### config.mk
export PLATFORM = sky130hd
export DESIGN_NAME = fs_serial_sub
export DESIGN_NICKNAME = d
export VERILOG_FILES = /design/src/rtl/fs_serial_sub.sv
export SDC_FILE = /design/constraint.sdc
export NUM_CORES = 1
export LEC_CHECK = 0
export BUFFER_PORTS_ARGS = -buffer_cell sky130_fd_sc_hd__buf_2
export CORE_ASPECT_RATIO = 0.75
export CORE_MARGIN = 1
export CORE_UTILIZATION = 58
export DETAILED_ROUTE_END_ITERATION = 7
export GPL_TIMING_DRIVEN = 0
export MAX_ROUTING_LAYER = met4
export PLACE_DENSITY = 0.8
export RECOVER_POWER = 25
export SLEW_MARGIN = 20
export SYNTH_ARGS = -nofsm -noshare
export SYNTH_HDL_FRONTEND = slang
export SYNTH_SLANG_ARGS = --single-unit
### constraint.sdc
create_clock -name clk -period 4.5 [get_ports clk]
set_input_delay 0.45 -clock clk [delete_from_list [all_inputs] [get_ports clk]]
set_output_delay 0.45 -clock clk [all_outputs]
set_load 0.02 [all_outputs]
### src/rtl/fs_serial_sub.sv
// fs_serial_sub: bit-serial WIDTH-bit subtractor built on one full-subtractor cell.
// One operand bit is processed per clock, LSB first, and each bit's borrow feeds
// the next bit. This trades latency for area compared with a ripple subtractor.
//
// Ports:
//   clk    rising-edge clock
//   rst_n  asynchronous active-low reset
//   start  request strobe, accepted only in IDLE
//   a, b   minuend / subtrahend, sampled when start is accepted
//   bin    initial borrow-in, sampled when start is accepted
//   busy   high in RUN and DONE
//   done   one-cycle pulse when d/br are newly updated
//   d      registered difference (a - b - bin) mod 2^WIDTH
//   br     registered final borrow-out
//
// state | meaning
// IDLE  | waiting for start; d/br hold the last result
// RUN   | one cell evaluation per edge, LSB first
// DONE  | one-cycle done pulse, then back to IDLE
module fs_serial_sub #(
  parameter int WIDTH = 8
) (
  input  logic             clk,
  input  logic             rst_n,
  input  logic             start,
  input  logic [WIDTH-1:0] a,
  input  logic [WIDTH-1:0] b,
  input  logic             bin,
  output logic             busy,
  output logic             done,
  output logic [WIDTH-1:0] d,
  output logic             br
);

  localparam int CW = (WIDTH > 1) ? $clog2(WIDTH) : 1;
  localparam logic [CW-1:0] LAST = CW'(WIDTH - 1);

  typedef enum logic [1:0] {IDLE, RUN, DONE} state_t;

  state_t           state_q;
  logic [WIDTH-1:0] a_sh_q;
  logic [WIDTH-1:0] b_sh_q;
  logic [WIDTH-1:0] res_sh_q;
  logic [WIDTH-1:0] d_q;
  logic [CW-1:0]    cnt_q;
  logic             borrow_q;
  logic             br_q;
  logic             busy_q;
  logic             done_q;

  logic             cell_d;
  logic             cell_br;
  logic [WIDTH-1:0] res_sh_d;

  // Full-subtractor cell on the current LSBs; the difference bit enters the
  // result register from the MSB side so the word is aligned after WIDTH shifts.
  always_comb begin
    cell_d  = a_sh_q[0] ^ b_sh_q[0] ^ borrow_q;
    cell_br = (~a_sh_q[0] & b_sh_q[0]) | (~a_sh_q[0] & borrow_q) | (b_sh_q[0] & borrow_q);
    res_sh_d = res_sh_q >> 1;
    res_sh_d[WIDTH-1] = cell_d;
  end

  always_ff @(posedge clk or negedge rst_n) begin
    if (!rst_n) begin
      state_q  <= IDLE;
      a_sh_q   <= '0;
      b_sh_q   <= '0;
      res_sh_q <= '0;
      d_q      <= '0;
      cnt_q    <= '0;
      borrow_q <= 1'b0;
      br_q     <= 1'b0;
      busy_q   <= 1'b0;
      done_q   <= 1'b0;
    end else begin
      case (state_q)
        IDLE: begin
          done_q <= 1'b0;
          if (start) begin
            a_sh_q   <= a;
            b_sh_q   <= b;
            borrow_q <= bin;
            cnt_q    <= '0;
            busy_q   <= 1'b1;
            state_q  <= RUN;
          end
        end
        RUN: begin
          a_sh_q   <= a_sh_q >> 1;
          b_sh_q   <= b_sh_q >> 1;
          res_sh_q <= res_sh_d;
          borrow_q <= cell_br;
          if (cnt_q == LAST) begin
            // Counter is left at its terminal value so it never wraps when
            // WIDTH is a power of two.
            d_q     <= res_sh_d;
            br_q    <= cell_br;
            done_q  <= 1'b1;
            state_q <= DONE;
          end else begin
            cnt_q <= cnt_q + CW'(1);
          end
        end
        DONE: begin
          done_q  <= 1'b0;
          busy_q  <= 1'b0;
          state_q <= IDLE;
        end
        default: begin
          done_q  <= 1'b0;
          busy_q  <= 1'b0;
          state_q <= IDLE;
        end
      endcase
    end
  end

  assign busy = busy_q;
  assign done = done_q;
  assign d    = d_q;
  assign br   = br_q;

endmodule
After elaboration in Yosys (flattened, before gate mapping). Index checks and enable logic that the tools add are counted.

Add/sub/neg operators: 1. Eq/ne operators: 5. Mux-type cells: 16. Bitwise operators: 9. Reduce and logical (&&, ||, !) cells: 7.

Operator list (count): $pmux W8 S2 (2); $mux W8 (2); $reduce_and A2 Y1 (4); $mux W3 (2); $ne A2 B2 Y1 const B (3); $pmux W3 S2 (1); $mux W1 (4); $mux W2 (2); $pmux W1 S2 (2); $pmux W2 S2 (1); $add A3 B1 Y3 const B (1); $and A1 B1 Y1 (3); $eq A3 B3 Y1 const B (1); $reduce_and A3 Y1 (1); $eq A2 B1 Y1 const B (1); $logic_not A2 Y1 (1); $not A1 Y1 (2); $or A1 B1 Y1 (2); $reduce_bool A2 Y1 (1); $xor A1 B1 Y1 (2).

Bits in registers: 41. Input port bits: 20.

Logic depth before layout (Yosys ltp). Gate-level depths: netlist of the first run.

Word-level depth: 5. Mapped depth: 6. Depth with buffers taken out: 5.

Least setup slack after synthesis of the first run. Ideal clock, no wire load.

Path type: reg-to-reg. Start point: register cnt_q[0]. End point: register br_q (netlist: br). Arrival time: 1374 ps. Required time: 4375 ps. Setup slack: 3002 ps. Cell stages (with the launch flop): 6. Path through: dfrtp_1 ha_1 ha_1 nand3b_1 buf_6 mux2_2.

Cells in the longest elaborated chain, start to end: 2.

RTL lines: from (decl) (line 45) `logic [CW-1:0] cnt_q;`; from (signal assigned) (line 102) `cnt_q <= cnt_q + CW'(1);`; $eq A3 B3 Y1 (line 94) `if (cnt_q == LAST) begin`; $reduce_and A2 Y1 (no line); to (signal assigned) (line 98) `br_q <= cell_br;`; to (decl) (line 47) `logic br_q;`.

Every way passes these cells. A chain may end at the register's enable or synchronous reset.

==> results.txt, run 1 <==
The number of global-route vias before repair came out at 1276. The internal power of the cells totals 971 uW. The area of the multi-input gates came out at 629 um^2.

The first-pass iteration count of the detailed router is 4. The I/O pin count came out at 31. Setup repair after global routing left no endpoint under its margin. The mean instance size in the synthesized netlist came out at 12.4 um^2. Counting every sink on the clock net gives 40. In the final timing run, aggregate negative setup slack is 0 ns. The gate count after technology mapping is 139. Cells fill 74.4% of the core in the end. The clock passes through at most 2 buffers. The number of max-cap violations is 1.

The library cell used most frequently in the layout, excluding fill and tap cells, is sky130_fd_sc_hd__dfrtp_1. The required time of the critical path came out at 4.50 ns. STA classifies the critical path startpoint as an input pin. On the final layout, the worst clock skew is 0.00699 ns. The TritonCTS buffer count is 5.

The wire length on met2 is 1700 um. After layout, the worst path uses 42.5% of the clock period. At the later pin of the worst-skew pair, clock insertion delay measures 0.30 ns.

CTS placed an instance of sky130_fd_sc_hd__clkbuf_8 at the clock tree root. In this run the cell area measured after placement is 1920 um^2. In this run the tightest slew margin relative to its limit is -37.7%. In this run the core area contains 16 standard-cell rows.

The sequential share of the synthesized area is 58.0%. Summed over all nets, wire length on met3 after detailed routing comes to 186 um. Once detail routing completed, the nets flagged for antenna violations numbered 0.

The HPWL reported at the end of detailed placement is 2410 um. Using the TritonRoute via totals, the vias-per-cell ratio works out to 5.92. The slew at the pin closest to its max-slew limit is 2.07 ns. The number of gates resized after cts is 0. The final hold violation count is 0.

The DRC marker count from the first detailed-route iteration came out at 46. The number of filler cells placed in the layout came out at 201. In this run the tool buffered the top-level ports with 30 buffer cells. The count of pins over their slew limit is 41.

The peak per-stage delay on the critical path came out at 1.45 ns. The die width is 65.0 um. The part of the power in combinational logic is 37.8%.

The count of non-filler cells in the finished layout came out at 213. The power spent charging and discharging nets came out at 532 uW. The worst hold path stage count is 2. The cell area power density is 741 nW/um^2. The die is 49.2 um tall. The detailed-route wire length on metal 1 came out at 1560 um. The async set-or-reset flop fraction in the synthesized netlist is 100%.

The design draws 1.50 mW. The overall die area is 3200 um^2. The worst hold path begins at b[7].

The global-route wire length before repair is 5930 um. The cell family contributing the most delay on the critical path is buffers and inverters. The synthesized flop and latch total came out at 40.

The quantity of hold-fixing buffers added after cts is 0. The highest metal layer used by the detailed router is met4. Of all nets on the critical path, the largest fanout is 40. The total nets after synthesis came out at 163. In this run the critical register-to-register path is captured at d[4].

The routed design has 3510 um of wire. The share of power burned in registers came out at 43.2%. The worst hold path terminates at b_sh_q[7]. The final reports fail on max-capacitance violations, max-slew violations. Yosys printed 0 warnings. Leaving out fill and tap cells, the most frequent cells in the layout are 40 x sky130_fd_sc_hd__dfrtp_1, 33 x sky130_fd_sc_hd__buf_2, 22 x sky130_fd_sc_hd__o22ai_1. The buffers plus inverters on the worst setup path came out at 1. The part of the total power dissipated in the clock network is 19.0%.

The flop-to-flop setup slack came out at 2.88 ns. In the final design database the tool counted 200 nets. The share of post-route cells with drive strength above 1 came out at 33.9%. TritonCTS built the clock tree. The number of cells on the critical path is 1. The initial core utilization is 63.4%. Across the whole layout, storage elements account for 1000 um^2. The distinct cell type count of the synthesized netlist is 27.

The class of the tightest hold or removal check is in2reg. The number of H-tree branching levels is 2. The leakage power figure is 0.959 nW. The diode insertion count for antenna repair came out at 0.

The overall overflow remaining after global route is 0. The number of antenna violations at the first check in global routing was 0. In this run the critical register-to-register path is launched from cnt_q[0]. The smallest clock period supported by the final layout is computed as 1.91 ns.

In this run the post-CTS setup repair buffer count came out at 0. The design area came out at 2030 um^2. The fraction of power spent switching nets is 35.4%. Entering global routing, the biggest net connects 41 pins.

Across the VDD grid, the largest voltage drop is 0.392 mV. The area added between synthesis and finish is 17.5%. After detailed routing, the average wire length per cell comes to 16.5 um. The cell count after placement is 205.

Among all stages on the critical path, the largest delay is contributed by sky130_fd_sc_hd__clkbuf_1. The kind of capture point of the worst setup path is an async pin. Counting flops with a built-in enable in the synthesized netlist gives 0. The synthesized cell area came out at 1730 um^2. The top achievable clock speed is 522 MHz. The CTS clock-pin slew for the worst setup and hold paths came out at 0.07 ns. For the worst flop-to-flop path, the logic depth is 5. Among all flip-flop cells after synthesis, the most frequent one is sky130_fd_sc_hd__dfrtp_1. Routability-driven placement finished with a final weighted congestion of 0.782. Walking the worst path, the cells encountered are clkbuf_1. The total of endpoints with negative setup slack in the final report is 0.

For this run, design rule violations remaining after detail routing come to 0. The floorplan step defined a core boundary enclosing 2720 um^2. The start-to-end type of the worst setup path is in2async. The number of vias after detailed routing came out at 1260.

The flow ran to the end, but the final reports show violations. Data on the critical path arrives at its endpoint at 1.92 ns. The total routing usage reported by global routing came out at 26.5%.
==> sequential cells by signal (all words and copies together), names as in the netlist <==
register,count
a_sh_q,8
b_sh_q,8
borrow_q,1
br,1
busy,1
cnt_q,3
d,8
done,1
res_sh_q,7
state_q,2
==> kinds of logic (layout without fill, tap and decap cells) <==
group,count (synthesis),in the layout,share of synthesized area [%]
AOI/OAI and AO/OA,49,49,18.8
DFF,40,40,58.0
and+or+nand+nor,16,16,5.22
buffers and inverters,16,54,5.51
adders and majority gates,4,4,3.34
muxes,14,14,9.14
==> power groups by stage <==
stage	clock network [mW]	registers [mW]	logic, mW
6_report	0.286	0.649	0.568
5_1_grt	0.301	0.671	0.631
4_1_cts	0.289	0.648	0.573
3_5_place_dp	0	0.652	0.568
3_3_place_gp	0	0.636	0.540
2_1_floorplan	0	0.676	0.375
==> how the worst max path moves through the flow <==
stage	from	end	slack, ns
floorplan	cnt_q[0]	br	3.00
global placement	cnt_q[0]	d[6]	2.91
detailed placement	cnt_q[0]	d[4]	2.88
CTS	cnt_q[0]	d[4]	2.87
global route	rst_n	cnt_q[2]	2.11
finish	rst_n	d[7]	2.59
==> area by class of cell <==
| class | count | area share (%) |
|---|---|---|
| buffer | 10 | 3.58 |
| clock buffer | 6 | 3.58 |
| clock inverter | 2 | 1.73 |
| inverter | 6 | 1.11 |
| multi-input combinational | 83 | 31.0 |
| sequential | 40 | 49.4 |
| tap | 36 | 2.22 |
| timing repair buffer | 30 | 7.35 |
==> routing by layer <==
layer,vias to the layer above,global-route usage (%)
met4,0,13.3
met2,35,42.2
met3,7,5.84
met1,627,31.8
li1,591,-
met5,-,-
==> cell usage after synthesis (2+ instances only) <==
| library cell | count | area (um^2) |
|---|---|---|
| sky130_fd_sc_hd__dfrtp_1 | 40 | 1000 |
| sky130_fd_sc_hd__a22o_1 | 2 | 17.5 |
| sky130_fd_sc_hd__a21oi_1 | 11 | 55.1 |
| sky130_fd_sc_hd__o22ai_1 | 22 | 138 |
| sky130_fd_sc_hd__mux2_2 | 14 | 158 |
| sky130_fd_sc_hd__buf_6 | 3 | 33.8 |
| sky130_fd_sc_hd__inv_1 | 5 | 18.8 |
| sky130_fd_sc_hd__buf_2 | 4 | 20.0 |
| sky130_fd_sc_hd__buf_4 | 2 | 15.0 |
| sky130_fd_sc_hd__o2bb2ai_1 | 3 | 26.3 |
| sky130_fd_sc_hd__nand2b_1 | 3 | 18.8 |
| sky130_fd_sc_hd__nor2_1 | 4 | 15.0 |
| sky130_fd_sc_hd__a2bb2oi_1 | 5 | 43.8 |
| sky130_fd_sc_hd__o21ai_0 | 2 | 10.0 |
| sky130_fd_sc_hd__a22oi_1 | 3 | 22.5 |
| sky130_fd_sc_hd__nand2_1 | 3 | 11.3 |
| sky130_fd_sc_hd__ha_1 | 3 | 37.5 |
==> per-stage QoR <==
stage               hold WS, ns  worst slack, ns
finish                    0.370             2.59
global route              0.384             2.11
CTS                       0.291             2.87
detailed placement        0.483             2.88
global placement          0.468             2.91
floorplan                 0.154             3.00
No activity file was read; power rests on OpenSTA's default activity.
==> run 2, diff against run 1 <==
Settings changed: CORE_UTILIZATION 58 to 49, PLACE_DENSITY 0.8 to 0.72.
Clock period 4.5 ns to 1.5 ns, I/O delays scaled along.
==> run 2 against run 1 <==
Net effect: the flow finishes with violations (design-rule violations, negative setup slack); cell area increased by 6.0%; first-iteration DRC count increased by 74%; register-to-register slack got worse by 2.9 ns; clock-buffer cell count decreased by 1; wire length increased by 7.8%; global-route usage decreased by 3.4 points; power increased to 3.1 times the previous value; clock skew about the same; clock power increased to 3.0 times the previous value.
==> results.txt, run 2 (synthesis gave the netlist of run 1 again) <==
The run finished, with violations left. The checks that failed: design-rule violations, negative setup slack. Measured against its own limit, the worst slew margin works out to 35.6%. The worst setup path is launched from a flip-flop. The total of buffers placed on input and output ports came out at 30. In this design, the critical path's most frequently occurring cell is sky130_fd_sc_hd__ha_4. The area added between synthesis and finish is 24.5%. The required time of the critical path came out at 1.67 ns. The routed design could run at a clock period as short as 1.56 ns. The kind of cell with the highest combined delay along the critical path is flip-flops. The share of power burned in registers is 41.6%.

The most common cell after layout, fill and taps aside is sky130_fd_sc_hd__dfrtp_1. The overall overflow remaining after global route is 0. The floorplan step defined a die boundary enclosing 3770 um^2. The final clock period utilization by the worst path is 104%. The number of vias after detailed routing came out at 1267. For the worst setup path, the data arrival time is 1.73 ns. The number of clock sinks came out at 40. The placeable core region is 3330 um^2. Setup violations remaining at the end of the flow were counted as 7.

Along the worst path, the maximum fanout reaches 5. The number of nets still failing antenna checks after routing is 0. The count of pins over their slew limit is 0. The worst-case clock buffer depth is 2. The maximum VDD drop came out at 1.21 mV. The fraction of power spent switching nets came out at 35.8%. For this design the top-level I/O count stands at 31. The number of antenna violations at the first check in global routing came out at 0. Clock tree synthesis inserted a total of 5 buffers. STA classifies the critical path endpoint as a flip-flop. The post-detailed-placement cell area is 1930 um^2. The power consumption is 4.73 mW. The buffers plus inverters on the worst setup path is 1. The setup clock skew after layout came out at 0.00735 ns. The share of post-route cells with drive strength above 1 is 33.0%. Traced cell by cell, the critical path runs through ha_4 -> ha_4 -> nand3b_1 -> buf_6 -> mux2_4.

In this run the static leakage power is 0.998 nW. The via density per instance came out at 5.63. The final sum of negative setup slack came out at -0.281 ns. The number of global-route vias before repair came to 1247. The detailed-route DRC error count is 6. The power spent charging and discharging nets came out at 1.69 mW. The routability congestion estimate from global placement is 0.808. The clock root buffer is sky130_fd_sc_hd__clkbuf_8.

The cell area power density is 2200 nW/um^2. The CTS clock-pin slew for the worst setup and hold paths came out at 0.08 ns. The global-route wire length before repair is 6090 um. The routed wire length is 3780 um. Derived from the worst setup path, the maximum achievable clock frequency is 642 MHz. The DRC marker count from the first detailed-route iteration came out at 80.

Combinational logic burns 40.2% of the power. The internal portion of total power came out at 3.04 mW. The initial core utilization is 51.8%.

Entering global routing, the biggest net connects 41 pins. The part of the total power dissipated in the clock network came out at 18.3%. The cell at the slowest stage of the critical path is sky130_fd_sc_hd__dfrtp_1.

The start-to-end type of the worst setup path is reg2reg. The clock latency at the later pin of the worst-skew pair came out at 0.29 ns. The design area is 2150 um^2. In the global route stage, overall resource usage came out at 23.2%.

The tightest min-delay check is of the in2reg type. The routed length per placed instance is 16.8 um. The number of max-cap violations came out at 0. After floorplanning, the core was divided into 18 placement rows. The peak per-stage delay on the critical path is 0.41 ns. The number of H-tree branching levels is 2. Setup repair after global routing could not meet its margin everywhere. The die width came out at 70.5 um. The slew at the pin closest to its max-slew limit came out at 0.965 ns. The net count of the finished layout came out at 208. The HPWL reported at the end of detailed placement came out at 2460 um. In the layout the commonest cells are 40 x sky130_fd_sc_hd__dfrtp_1, 22 x sky130_fd_sc_hd__o22ai_1, 21 x sky130_fd_sc_hd__buf_2. The CTS tree is yes.

The first-pass iteration count of the detailed router is 8. The post-layout worst setup margin came out at -0.0578 ns. The diode insertion count for antenna repair is 0.

The utilization after layout came out at 64.5%. The height of the die came out at 53.4 um. The final hold violation count came out at 0.
-- run 2: cell types whose count changed in the layout (fill, tap and decap cells not counted), sizes merged --
cell	before	now
clkbuf	8	19
clkinvlp	0	1
dlygate4sd3	0	1
buf	38	33
-- run 2: power by group through the flow --
| stage | sequential [mW] | clock [mW] | combinational (mW) |
|---|---|---|---|
| 2_1_floorplan | 2.03 | 0 | 1.12 |
| 3_3_place_gp | 1.90 | 0 | 1.62 |
| 3_5_place_dp | 1.94 | 0 | 1.72 |
| 4_1_cts | 1.93 | 0.881 | 1.91 |
| 5_1_grt | 2.03 | 0.930 | 2.10 |
| 6_report | 1.97 | 0.864 | 1.90 |
-- run 2: per-stage QoR --
step                      cells  hold slack [ns]  setup WS, ns
final                       225           0.0803       -0.0578
after detailed placement    209            0.316        -0.167
after floorplan             139           -0.146       0.00178
after global routing        225           0.0648       -0.0911
after CTS                   225           0.0685       -0.0474
after global placement      209            0.302        -0.113
-- run 2: worst register-to-register path: stages (launching register included) --
cell and delay, ns:
sky130_fd_sc_hd__dfrtp_1 0.41, sky130_fd_sc_hd__ha_4 0.19, sky130_fd_sc_hd__ha_4 0.16, sky130_fd_sc_hd__nand3b_1 0.19, sky130_fd_sc_hd__buf_6 0.19, sky130_fd_sc_hd__mux2_4 0.31
-- run 2: layout make-up --
type	count	area, um^2
Buffer	10	71.3
Clock buffer	5	68.8
Clock inverter	3	42.5
Fill cell	281	1180
Inverter	6	22.5
Multi-Input combinational cell	83	689
Sequential cell	40	1000
Tap cell	40	50.0
Timing Repair Buffer	38	203
-- run 2: what timing repair did --
| item | CTS | global route |
|---|---|---|
| endpoints found under the hold margin | 23 | 0 |
| endpoints found under the setup margin | 7 | 12 |
| buffers inserted | 6 | 0 |
| resized for setup | 13 | 4 |
| hold buffers | 1 | 0 |
| gates cloned | 1 | 0 |
| pin swaps | 1 | 1 |
-- run 2: layer usage --
metal	wire [um]	vias to the layer above	GRT usage [%]
li1	-	602	-
met1	1770	633	28.7
met2	1810	26	38.0
met3	145	6	4.95
met4	55	0	9.18
met5	0	-	-
-- run 2: path summary, 6_finish.rpt --
kind	from	end	slack, ns	cells after the start
setup / recovery	cnt_q[0]	d[6]	-0.06	5
hold / removal	b[7]	b_sh_q[7]	0.08	2
setup reg to reg	cnt_q[0]	d[6]	-0.06	5
hold reg to reg	d[7]	d[7]	0.49	2
max in group asynchronous	rst_n	b_sh_q[0]	0.36	2
min in group asynchronous	rst_n	d[2]	0.53	2
